$ cat src/rtl/ga21_pkg.sv
// Shared types and defaults for the GA21 palette DMA initiator.
// Holds the FSM state type, CPU register indices and default port widths.
package ga21_pkg;

  localparam int DEF_DST_W  = 13;
  localparam int DEF_SRC_W  = 14;
  localparam int DEF_DATA_W = 16;

  localparam logic [1:0] REG_SRC  = 2'd0;
  localparam logic [1:0] REG_DST  = 2'd1;
  localparam logic [1:0] REG_LEN  = 2'd2;
  localparam logic [1:0] REG_CTRL = 2'd3;

  typedef enum logic [1:0] {
    IDLE,
    PRIME,
    XFER
  } dma_state_e;

endpackage

$ cat src/rtl/ga21_dma_regs.sv
// CPU-visible register file for the palette DMA: base/length registers,
// control decode, vblank rising-edge detect and the armed-start flag.
module ga21_dma_regs
  import ga21_pkg::*;
#(
  parameter int DST_W = DEF_DST_W,
  parameter int SRC_W = DEF_SRC_W
) (
  input  logic             clk,
  input  logic             reset,
  input  logic             cpu_wr,
  input  logic [1:0]       cpu_reg,
  input  logic [15:0]      cpu_din,
  input  logic             vblank,
  input  logic             idle,
  output logic             start,
  output logic [SRC_W-1:0] src_base,
  output logic [DST_W-1:0] dst_base,
  output logic [DST_W-1:0] length
);

  logic vblank_q;
  logic armed;
  logic ctrl_wr;
  logic vblank_rise;
  logic unused_din;

  // Control writes only count while idle; a busy engine ignores them entirely.
  assign ctrl_wr     = cpu_wr && (cpu_reg == REG_CTRL) && idle;
  assign vblank_rise = vblank && !vblank_q;
  assign start       = idle && ((ctrl_wr && cpu_din[0]) || (armed && vblank_rise));
  assign unused_din  = ^cpu_din;

  always_ff @(posedge clk) begin
    if (reset) begin
      vblank_q <= 1'b0;
      armed    <= 1'b0;
      src_base <= '0;
      dst_base <= '0;
      length   <= '0;
    end else begin
      vblank_q <= vblank;
      if (start) begin
        armed <= 1'b0;
      end else if (ctrl_wr && cpu_din[1]) begin
        armed <= 1'b1;
      end
      if (cpu_wr) begin
        case (cpu_reg)
          REG_SRC: src_base <= cpu_din[SRC_W-1:0];
          REG_DST: dst_base <= cpu_din[DST_W-1:0];
          REG_LEN: length   <= cpu_din[DST_W-1:0];
          default: ;
        endcase
      end
    end
  end

endmodule

$ cat src/rtl/ga21_pal_dma.sv
// Palette DMA initiator: streams colour words from the staging buffer into
// palette RAM, one word per ce cycle after a single prime read.
module ga21_pal_dma
  import ga21_pkg::*;
#(
  parameter int DST_W  = DEF_DST_W,
  parameter int SRC_W  = DEF_SRC_W,
  parameter int DATA_W = DEF_DATA_W
) (
  input  logic              clk,
  input  logic              reset,
  input  logic              ce,
  input  logic              vblank,
  input  logic              cpu_wr,
  input  logic [1:0]        cpu_reg,
  input  logic [15:0]       cpu_din,
  output logic [SRC_W-1:0]  src_addr,
  output logic              src_rd,
  input  logic [DATA_W-1:0] src_q,
  output logic              ga21_req,
  output logic              ga21_we,
  output logic [DST_W-1:0]  ga21_addr,
  output logic [DATA_W-1:0] ga21_dout,
  output logic              dma_busy,
  output logic              done_irq
);

  dma_state_e       state, state_next;
  logic             start;
  logic [SRC_W-1:0] src_base, src_ptr;
  logic [DST_W-1:0] dst_base, length, dst_ptr;
  logic [DST_W:0]   remaining;
  logic             last_word;

  assign last_word = (remaining == (DST_W+1)'(1));

  ga21_dma_regs #(
    .DST_W(DST_W),
    .SRC_W(SRC_W)
  ) u_regs (
    .clk      (clk),
    .reset    (reset),
    .cpu_wr   (cpu_wr),
    .cpu_reg  (cpu_reg),
    .cpu_din  (cpu_din),
    .vblank   (vblank),
    .idle     (state == IDLE),
    .start    (start),
    .src_base (src_base),
    .dst_base (dst_base),
    .length   (length)
  );

  // A zero length register means a full 2**DST_W word transfer, hence the extra bit.
  always_ff @(posedge clk) begin
    if (reset) begin
      state     <= IDLE;
      src_ptr   <= '0;
      dst_ptr   <= '0;
      remaining <= '0;
      done_irq  <= 1'b0;
    end else begin
      state    <= state_next;
      done_irq <= 1'b0;
      case (state)
        IDLE: begin
          if (start) begin
            src_ptr   <= src_base;
            dst_ptr   <= dst_base;
            remaining <= (length == '0) ? {1'b1, {DST_W{1'b0}}} : {1'b0, length};
          end
        end
        PRIME: begin
          if (ce) src_ptr <= src_ptr + SRC_W'(1);
        end
        XFER: begin
          if (ce) begin
            src_ptr   <= src_ptr + SRC_W'(1);
            dst_ptr   <= dst_ptr + DST_W'(1);
            remaining <= remaining - (DST_W+1)'(1);
            if (last_word) done_irq <= 1'b1;
          end
        end
        default: ;
      endcase
    end
  end

  always_comb begin
    state_next = state;
    src_rd     = 1'b0;
    src_addr   = '0;
    ga21_req   = 1'b0;
    ga21_we    = 1'b0;
    ga21_addr  = '0;
    ga21_dout  = '0;
    dma_busy   = 1'b0;
    case (state)
      IDLE: begin
        if (start) state_next = PRIME;
      end
      PRIME: begin
        ga21_req = 1'b1;
        dma_busy = 1'b1;
        src_rd   = 1'b1;
        src_addr = src_ptr;
        if (ce) state_next = XFER;
      end
      XFER: begin
        ga21_req  = 1'b1;
        dma_busy  = 1'b1;
        ga21_we   = ce;
        ga21_addr = dst_ptr;
        ga21_dout = src_q;
        src_rd    = (remaining > (DST_W+1)'(1));
        src_addr  = src_ptr;
        if (ce && last_word) state_next = IDLE;
      end
      default: state_next = IDLE;
    endcase
  end

endmodule

$ cat config.mk
export PLATFORM = sky130hd
export DESIGN_NAME = ga21_pal_dma
export DESIGN_NICKNAME = d
export VERILOG_FILES = /design/src/rtl/ga21_pkg.sv /design/src/rtl/ga21_dma_regs.sv /design/src/rtl/ga21_pal_dma.sv
export SDC_FILE = /design/constraint.sdc
export NUM_CORES = 1
export LEC_CHECK = 0
export CORE_AREA = 8 8 109 111
export DETAILED_ROUTE_END_ITERATION = 10
export DIE_AREA = 0 0 117 119
export PLACE_DENSITY_LB_ADDON = 0.25
export SLEW_MARGIN = 0
export SYNTH_ARGS = -nofsm -noshare
export SYNTH_HDL_FRONTEND = slang
export SYNTH_HIERARCHICAL = 1
export SYNTH_SLANG_ARGS = --single-unit
$ cat constraint.sdc
create_clock -name clk -period 2.15 [get_ports clk]
set_input_delay 0.215 -clock clk [delete_from_list [all_inputs] [get_ports clk]]
set_output_delay 0.215 -clock clk [all_outputs]
set_load 0.03 [all_outputs]
-- Word level (Yosys, flattened, before mapping)
Cells that the tools add are included.
- output and inout port bits: 48
- logic and storage cells: 72
- bits of input ports: 39
- register bits: 86
- reductions and logical operators: 24
- bitwise gates (word level): 2
- eq/ne operators: 11
- $add $sub $neg: 3
- magnitude comparators: 1
- multiplexer cells: 21
- operator list (operator ; count):
    14-bit 2-to-1 mux ; 6
    14-bit one-hot mux with 2 select lines ; 2
    13-bit 2-to-1 mux ; 3
    13-bit one-hot mux with 2 select lines ; 1
    16-bit 2-to-1 mux ; 1
    14-bit by 1-bit adder with 14-bit output, second input constant ; 1
    14-bit by 1-bit equality test with 1-bit output, second input constant ; 1
    14-bit by 1-bit greater-than comparator with 1-bit output, second input constant ; 1
    14-bit by 1-bit subtractor with 14-bit output, second input constant ; 1
    13-bit by 1-bit adder with 13-bit output, second input constant ; 1
    13-bit logical NOT ; 1
    3-bit AND reduction ; 3
    1-bit logical AND ; 8
    2-bit inequality test, second input constant ; 4
    2-bit equality test, second input constant ; 3
    2-bit 2-to-1 mux ; 3
    2-bit one-hot mux with 3 select lines ; 1
    2-bit AND reduction ; 3
    2-bit by 1-bit equality test with 1-bit output, second input constant ; 2
    2-bit logical NOT ; 2
    2-bit nonzero test ; 2
    2-bit OR reduction ; 2
    1-bit 2-to-1 mux ; 3
    3-bit OR reduction ; 1
    5 further kinds ; 6

-- Logic depth before layout (Yosys ltp)
Gate-level depths: netlist of the first run.
- word-level depth: 8
- mapped depth: 11
- gate-level depth less buffers: 9

-- By module
The synthesis of the first run kept the hierarchy.
- by module, submodules not included (module ; seq. area each (µm²) ; cells an instance ; area an instance (µm²) ; instances):
    ga21_pal_dma ; 880.8 ; 432 ; 3124.2 ; 1
    ga21_dma_regs ; 840.8 ; 186 ; 1498.9 ; 1

-- Least setup slack after synthesis of the first run
No wires, ideal clock.
- kind: register to register
- start: register state[0]
- end: register remaining[9]
- cell stages (with the launch flop): 11
- arrival: 2.242 ns
- setup time: 0.128 ns
- path slack: -0.220 ns
- clock period less this slack: 2.370 ns
- data required time: 2.022 ns
- buffers on the path: 2
- cells stage by stage: dfxtp_1 inv_1 ha_1 and4_1 a32o_1 nand2b_1 o21ai_0 clkbuf_1 clkbuf_1 a2bb2oi_1 nor2_1
- cells in the longest elaborated chain, start to end: 7
- elaborated cells between the ends (all ways): 11
- those cells by class: 3 x eq/ne; 1 x mux; 7 x reduce/logical
- RTL lines (element ; line ; RTL):
    from (decl) ; ga21_pal_dma.sv:28 ; dma_state_e state, state_next;
    from (signal assigned) ; ga21_pal_dma.sv:63 ; state <= state_next;
    2-bit logical NOT * ; ga21_pal_dma.sv:47 ; .idle (state == IDLE),
    1-bit logical AND ; ga21_dma_regs.sv:29 ; assign ctrl_wr = cpu_wr && (cpu_reg == REG_CTRL) && idle;
    1-bit logical AND ; ga21_dma_regs.sv:31 ; assign start = idle && ((ctrl_wr && cpu_din[0]) || (armed && vblank_rise));
    1-bit logical OR ; ga21_dma_regs.sv:31 ;
    1-bit logical AND * ; ga21_dma_regs.sv:31 ;
    net start ; ga21_pal_dma.sv:29 ; logic start;
    2-bit inequality test (no line) * ; n/a ;
    3-bit AND reduction (no line) * ; n/a ;
    to (signal assigned) ; ga21_pal_dma.sv:70 ; remaining <= (length == '0) ? {1'b1, {DST_W{1'b0}}} : {1'b0, length};
    to (signal assigned) ; ga21_pal_dma.sv:80 ; remaining <= remaining - (DST_W+1)'(1);
    to (decl) ; ga21_pal_dma.sv:32 ; logic [DST_W:0] remaining;
The timed path passes the listed nets; every way through them passes the cells marked *.
A chain may end at the register's enable or synchronous reset.

-- Worst setup path in the final report of the first run
- start: register state[0]
- end: register dst_ptr[0]
- cells in the longest elaborated chain, start to end: 7
- elaborated cells between the ends (all ways): 11
- those cells by class: 3 x eq/ne; 1 x mux; 7 x reduce/logical
- RTL lines (element ; line ; RTL):
    2-bit logical NOT * ; ga21_pal_dma.sv:47 ;
    1-bit logical AND ; ga21_dma_regs.sv:29 ;
    1-bit logical AND ; ga21_dma_regs.sv:31 ;
    1-bit logical OR ; ga21_dma_regs.sv:31 ;
    1-bit logical AND * ; ga21_dma_regs.sv:31 ;
    net start ; ga21_pal_dma.sv:29 ;
    2-bit inequality test (no line) * ; n/a ;
    3-bit AND reduction (no line) * ; n/a ;
    to (signal assigned) ; ga21_pal_dma.sv:69 ; dst_ptr <= dst_base;
    to (signal assigned) ; ga21_pal_dma.sv:79 ; dst_ptr <= dst_ptr + DST_W'(1);
    to (decl) ; ga21_pal_dma.sv:31 ; logic [DST_W-1:0] dst_base, length, dst_ptr;
Marks and branches as above.

==> results of run 1 <==
power groups by stage:
stage / Sequential [mW] / Clock [mW] / Combinational (mW)
3_5_place_dp: 1.74 / 0 / 0.511
4_1_cts: 1.70 / 1.22 / 0.530
5_1_grt: 1.71 / 1.30 / 0.639
3_3_place_gp: 1.74 / 0 / 0.500
2_1_floorplan: 1.72 / 0 / 0.324
6_report: 1.70 / 1.20 / 0.587
metrics by stage:
stage          cell area, um2  utilization (%)  setup WS [ns]  cells
2_1_floorplan            4636                -       0.006215    618
3_3_place_gp             5557            55.06        -0.1259    822
3_5_place_dp             5557            55.06        -0.2399    822
4_1_cts                  5822            57.69       0.003029    841
5_1_grt                  5969            59.15       -0.02671    851
6_report                 5969            59.15        0.04999    851
cells by family after synthesis:
family / synth area share [%]
AOI/OAI and AO/OA: 23.17
adders and majority gates: 2.165
buffers and inverters: 5.358
DFF: 37.24
muxes: 1.083
and+or+nand+nor: 30.99
registers in the layout (all words and copies together), names as in the netlist:
| name | cells |
|---|---|
| remaining | 14 |
| src_ptr | 14 |
| u_regs/src_base | 14 |
| dst_ptr | 13 |
| u_regs/dst_base | 13 |
| u_regs/length | 13 |
| state | 2 |
| done_irq | 1 |
| u_regs/armed | 1 |
| u_regs/vblank_q | 1 |
layout make-up:
cell class | count | area [um2] | share of cell area, %
multi-input combinational | 476 | 2718 | 45.53
sequential | 86 | 1727 | 28.92
timing repair buffer | 125 | 1102 | 18.47
tap | 136 | 170.2 | 2.851
clock buffer | 11 | 151.4 | 2.536
clock inverter | 5 | 56.30 | 0.9432
inverter | 12 | 45.04 | 0.7546
what timing repair did:
| action | CTS | global route |
|---|---|---|
| endpoints found under the setup margin | 28 | 19 |
| pin swaps | 0 | 7 |
| buffers inserted | 3 | 9 |
| resized for setup | 9 | 15 |
| cloned | 0 | 1 |
per-layer routing:
layer | wire, um | part of all wire [%]
met4 | 144 | 1.1
met5 | 0 | 0
met1 | 5997 | 45
met2 | 6325 | 48
met3 | 772 | 5.8
worst max path at each step:
stage,from,cells after the start,end
final,state[0],10,dst_ptr[0]
after global routing,state[0],9,remaining[2]
after CTS,state[0],9,remaining[2]
after detailed placement,cpu_reg[0],7,src_ptr[0]
after global placement,cpu_wr,7,src_ptr[0]
after floorplan,state[0],10,remaining[11]
Yosys cell counts, types with 3 or more instances:
cell | instances | area, um2
a211oi_1 | 11 | 82.58
a21o_1 | 3 | 22.52
a21oi_1 | 84 | 420.4
a22oi_1 | 5 | 37.54
a2bb2oi_1 | 4 | 35.03
a311oi_1 | 3 | 26.28
a31oi_1 | 3 | 18.77
and2_1 | 41 | 256.5
and3_1 | 3 | 18.77
and4_1 | 3 | 26.28
buf_2 | 6 | 30.03
buf_6 | 3 | 33.78
clkbuf_1 | 31 | 116.4
dfxtp_1 | 86 | 1722
ha_1 | 8 | 100.1
inv_1 | 12 | 45.04
mux2i_1 | 5 | 50.05
nand2_1 | 128 | 480.5
nand2b_1 | 4 | 25.02
nand3_1 | 15 | 75.07
nand3b_1 | 3 | 22.52
nand4_1 | 5 | 31.28
nor2_1 | 26 | 97.59
nor2b_1 | 8 | 50.05
nor3_1 | 17 | 85.08
nor4_1 | 5 | 31.28
o21a_1 | 3 | 22.52
o21ai_0 | 33 | 165.2
o22ai_1 | 5 | 31.28
o2bb2ai_1 | 4 | 35.03
o31ai_1 | 3 | 22.52
o32ai_1 | 4 | 35.03
or2_2 | 5 | 31.28
or4_1 | 4 | 30.03
==> metrics, run 1 <==
worst-case reg-to-reg path depth=10; Yosys Warn Count=6; DIE WIDTH=117 um; vias post-DR=4760; GR peak layer=met2; Combinational Power Share=16.8%; Worst Path Max Fanout=11; # DRC=0; Reg2Reg Setup Slack=0.05 ns; # hold bufs at CTS=0; reg2reg end=dst_ptr[0]; Final period util=97.67%; Clk network pwr share=34.5%; row count=37; clock skew=0.01090 ns; Initial Util=45.81%; initial antenna violation count=0; Crit. End Element=flop; Netlist Area Pre-Place=0.004623 mm2; Final Max Slew Viols=0; crit path DAT=2.37 ns; share of cells above drive strength 1=18.74%; GRT overflow=0; global routing usage on met3=3.891%; TNS Setup=0 ns; Critical R2R Launch=state[0]; top-level I/O count=87; vias in the first global route=4450; most frequent cells in the layout=nand2_1 (128), a21oi_1 (84), dfxtp_1 (82); vias per inst=5.593; type of the most critical hold path=in -> reg; fill count=914; drt first pass iters=5; FMAX=476.2 MHz; slowest cell delay on critical path=0.34 ns; RSZ-0062 raised after global routing=true; Layout area overhead=29.12%; Hold Slack=0.3506 ns; Worst Path Buf+Inv=4; Psw=0.9645 mW; crit path launch type=flop; HP Start=reset; DR WL/cell=15.56 um; fraction of registers with async set/reset=0%; pin count of the biggest net entering global routing=60; register area share after synthesis=37.24%; critical path data required time=2.42 ns; # setup viols final=0; Sequential Power Share=48.7%; clk_lat worst skew=0.36 ns; family with the most delay on the worst path=compound AO/OA/AOI/OAI gates; Layout Nets=757; clock sinks=86; Worst Hold End=dst_ptr[6]; Sw Ratio=27.60%; CTS H-tree lvls=3; Core Area=0.01009 mm2; status=finished clean; Initial DRC Count=334; RD Place Congestion=0.8339; Hold Path Stages=2; Tightest Pin Transition=0.6072 ns; Net Count, Synth=665; CTS buffer count=9; Die Y=119 um; CTS root buffer=clkbuf_8; crit path max-delay cell type=dfxtp_2; syn_area_per_cell=7.481 um2; peak supply drop=0.3881 mV; PortBufs=84; full die area=0.01392 mm2; Yosys reg bits=86; Total GRT Usage=18.63%; Period minus WS final=2.100 ns; final hold violations=0; final WL=13240 um; CP Cell Sequence=inv_2 > ha_4 > and4_1 > a32o_2 > nand2b_4 > o21a_4 > buf_12 > buf_4 > buf_4 > a311oi_1; Mapped Cells=618; Clock transition at path regs=0.09 ns; CTS tree=built; Antenna diodes=0; Power Dens Cells=585.4 mW/mm2; grt met2 use=30.11%; met1 usage=24.10%; total of max-cap violations=0; total power draw=3.495 mW; cell-internal power=2.530 mW; Longest Clk Path Bufs=2; Main synth FF type=dfxtp_1; Antenna Nets Post-Route=0; Slew HR=59.52%; commonest non-fill, non-tap cell in the layout=nand2_1; most used cell, CP=buf_4; Detail Placement HPWL=9404 um; Synth cell types=60; Leak=2.207 nW; first-pass GRT wire length=21560 um; Setup CP Type=reg -> reg; Post-synth EDFFs=0
Power figures use the tool's default switching activity.
==> run 2: changes to the inputs <==
--- a/config.mk
+++ b/config.mk
@@ -5,6 +5,7 @@
 export SDC_FILE = /design/constraint.sdc
 export NUM_CORES = 1
 export LEC_CHECK = 0
+export CAP_MARGIN = 20
 export CORE_AREA = 8 8 109 111
 export DETAILED_ROUTE_END_ITERATION = 10
 export DIE_AREA = 0 0 117 119
==> results of run 2 <==
Final layout, timing and power as in run 1 (identical DEF).
==> run 3: changes to the inputs <==
--- a/config.mk
+++ b/config.mk
@@ -9,6 +9,7 @@
 export CORE_AREA = 8 8 109 111
 export DETAILED_ROUTE_END_ITERATION = 10
 export DIE_AREA = 0 0 117 119
+export HOLD_SLACK_MARGIN = 0.1
 export PLACE_DENSITY_LB_ADDON = 0.25
 export SLEW_MARGIN = 0
 export SYNTH_ARGS = -nofsm -noshare
==> results of run 3 <==
Final layout, timing and power as in run 1 (identical DEF).
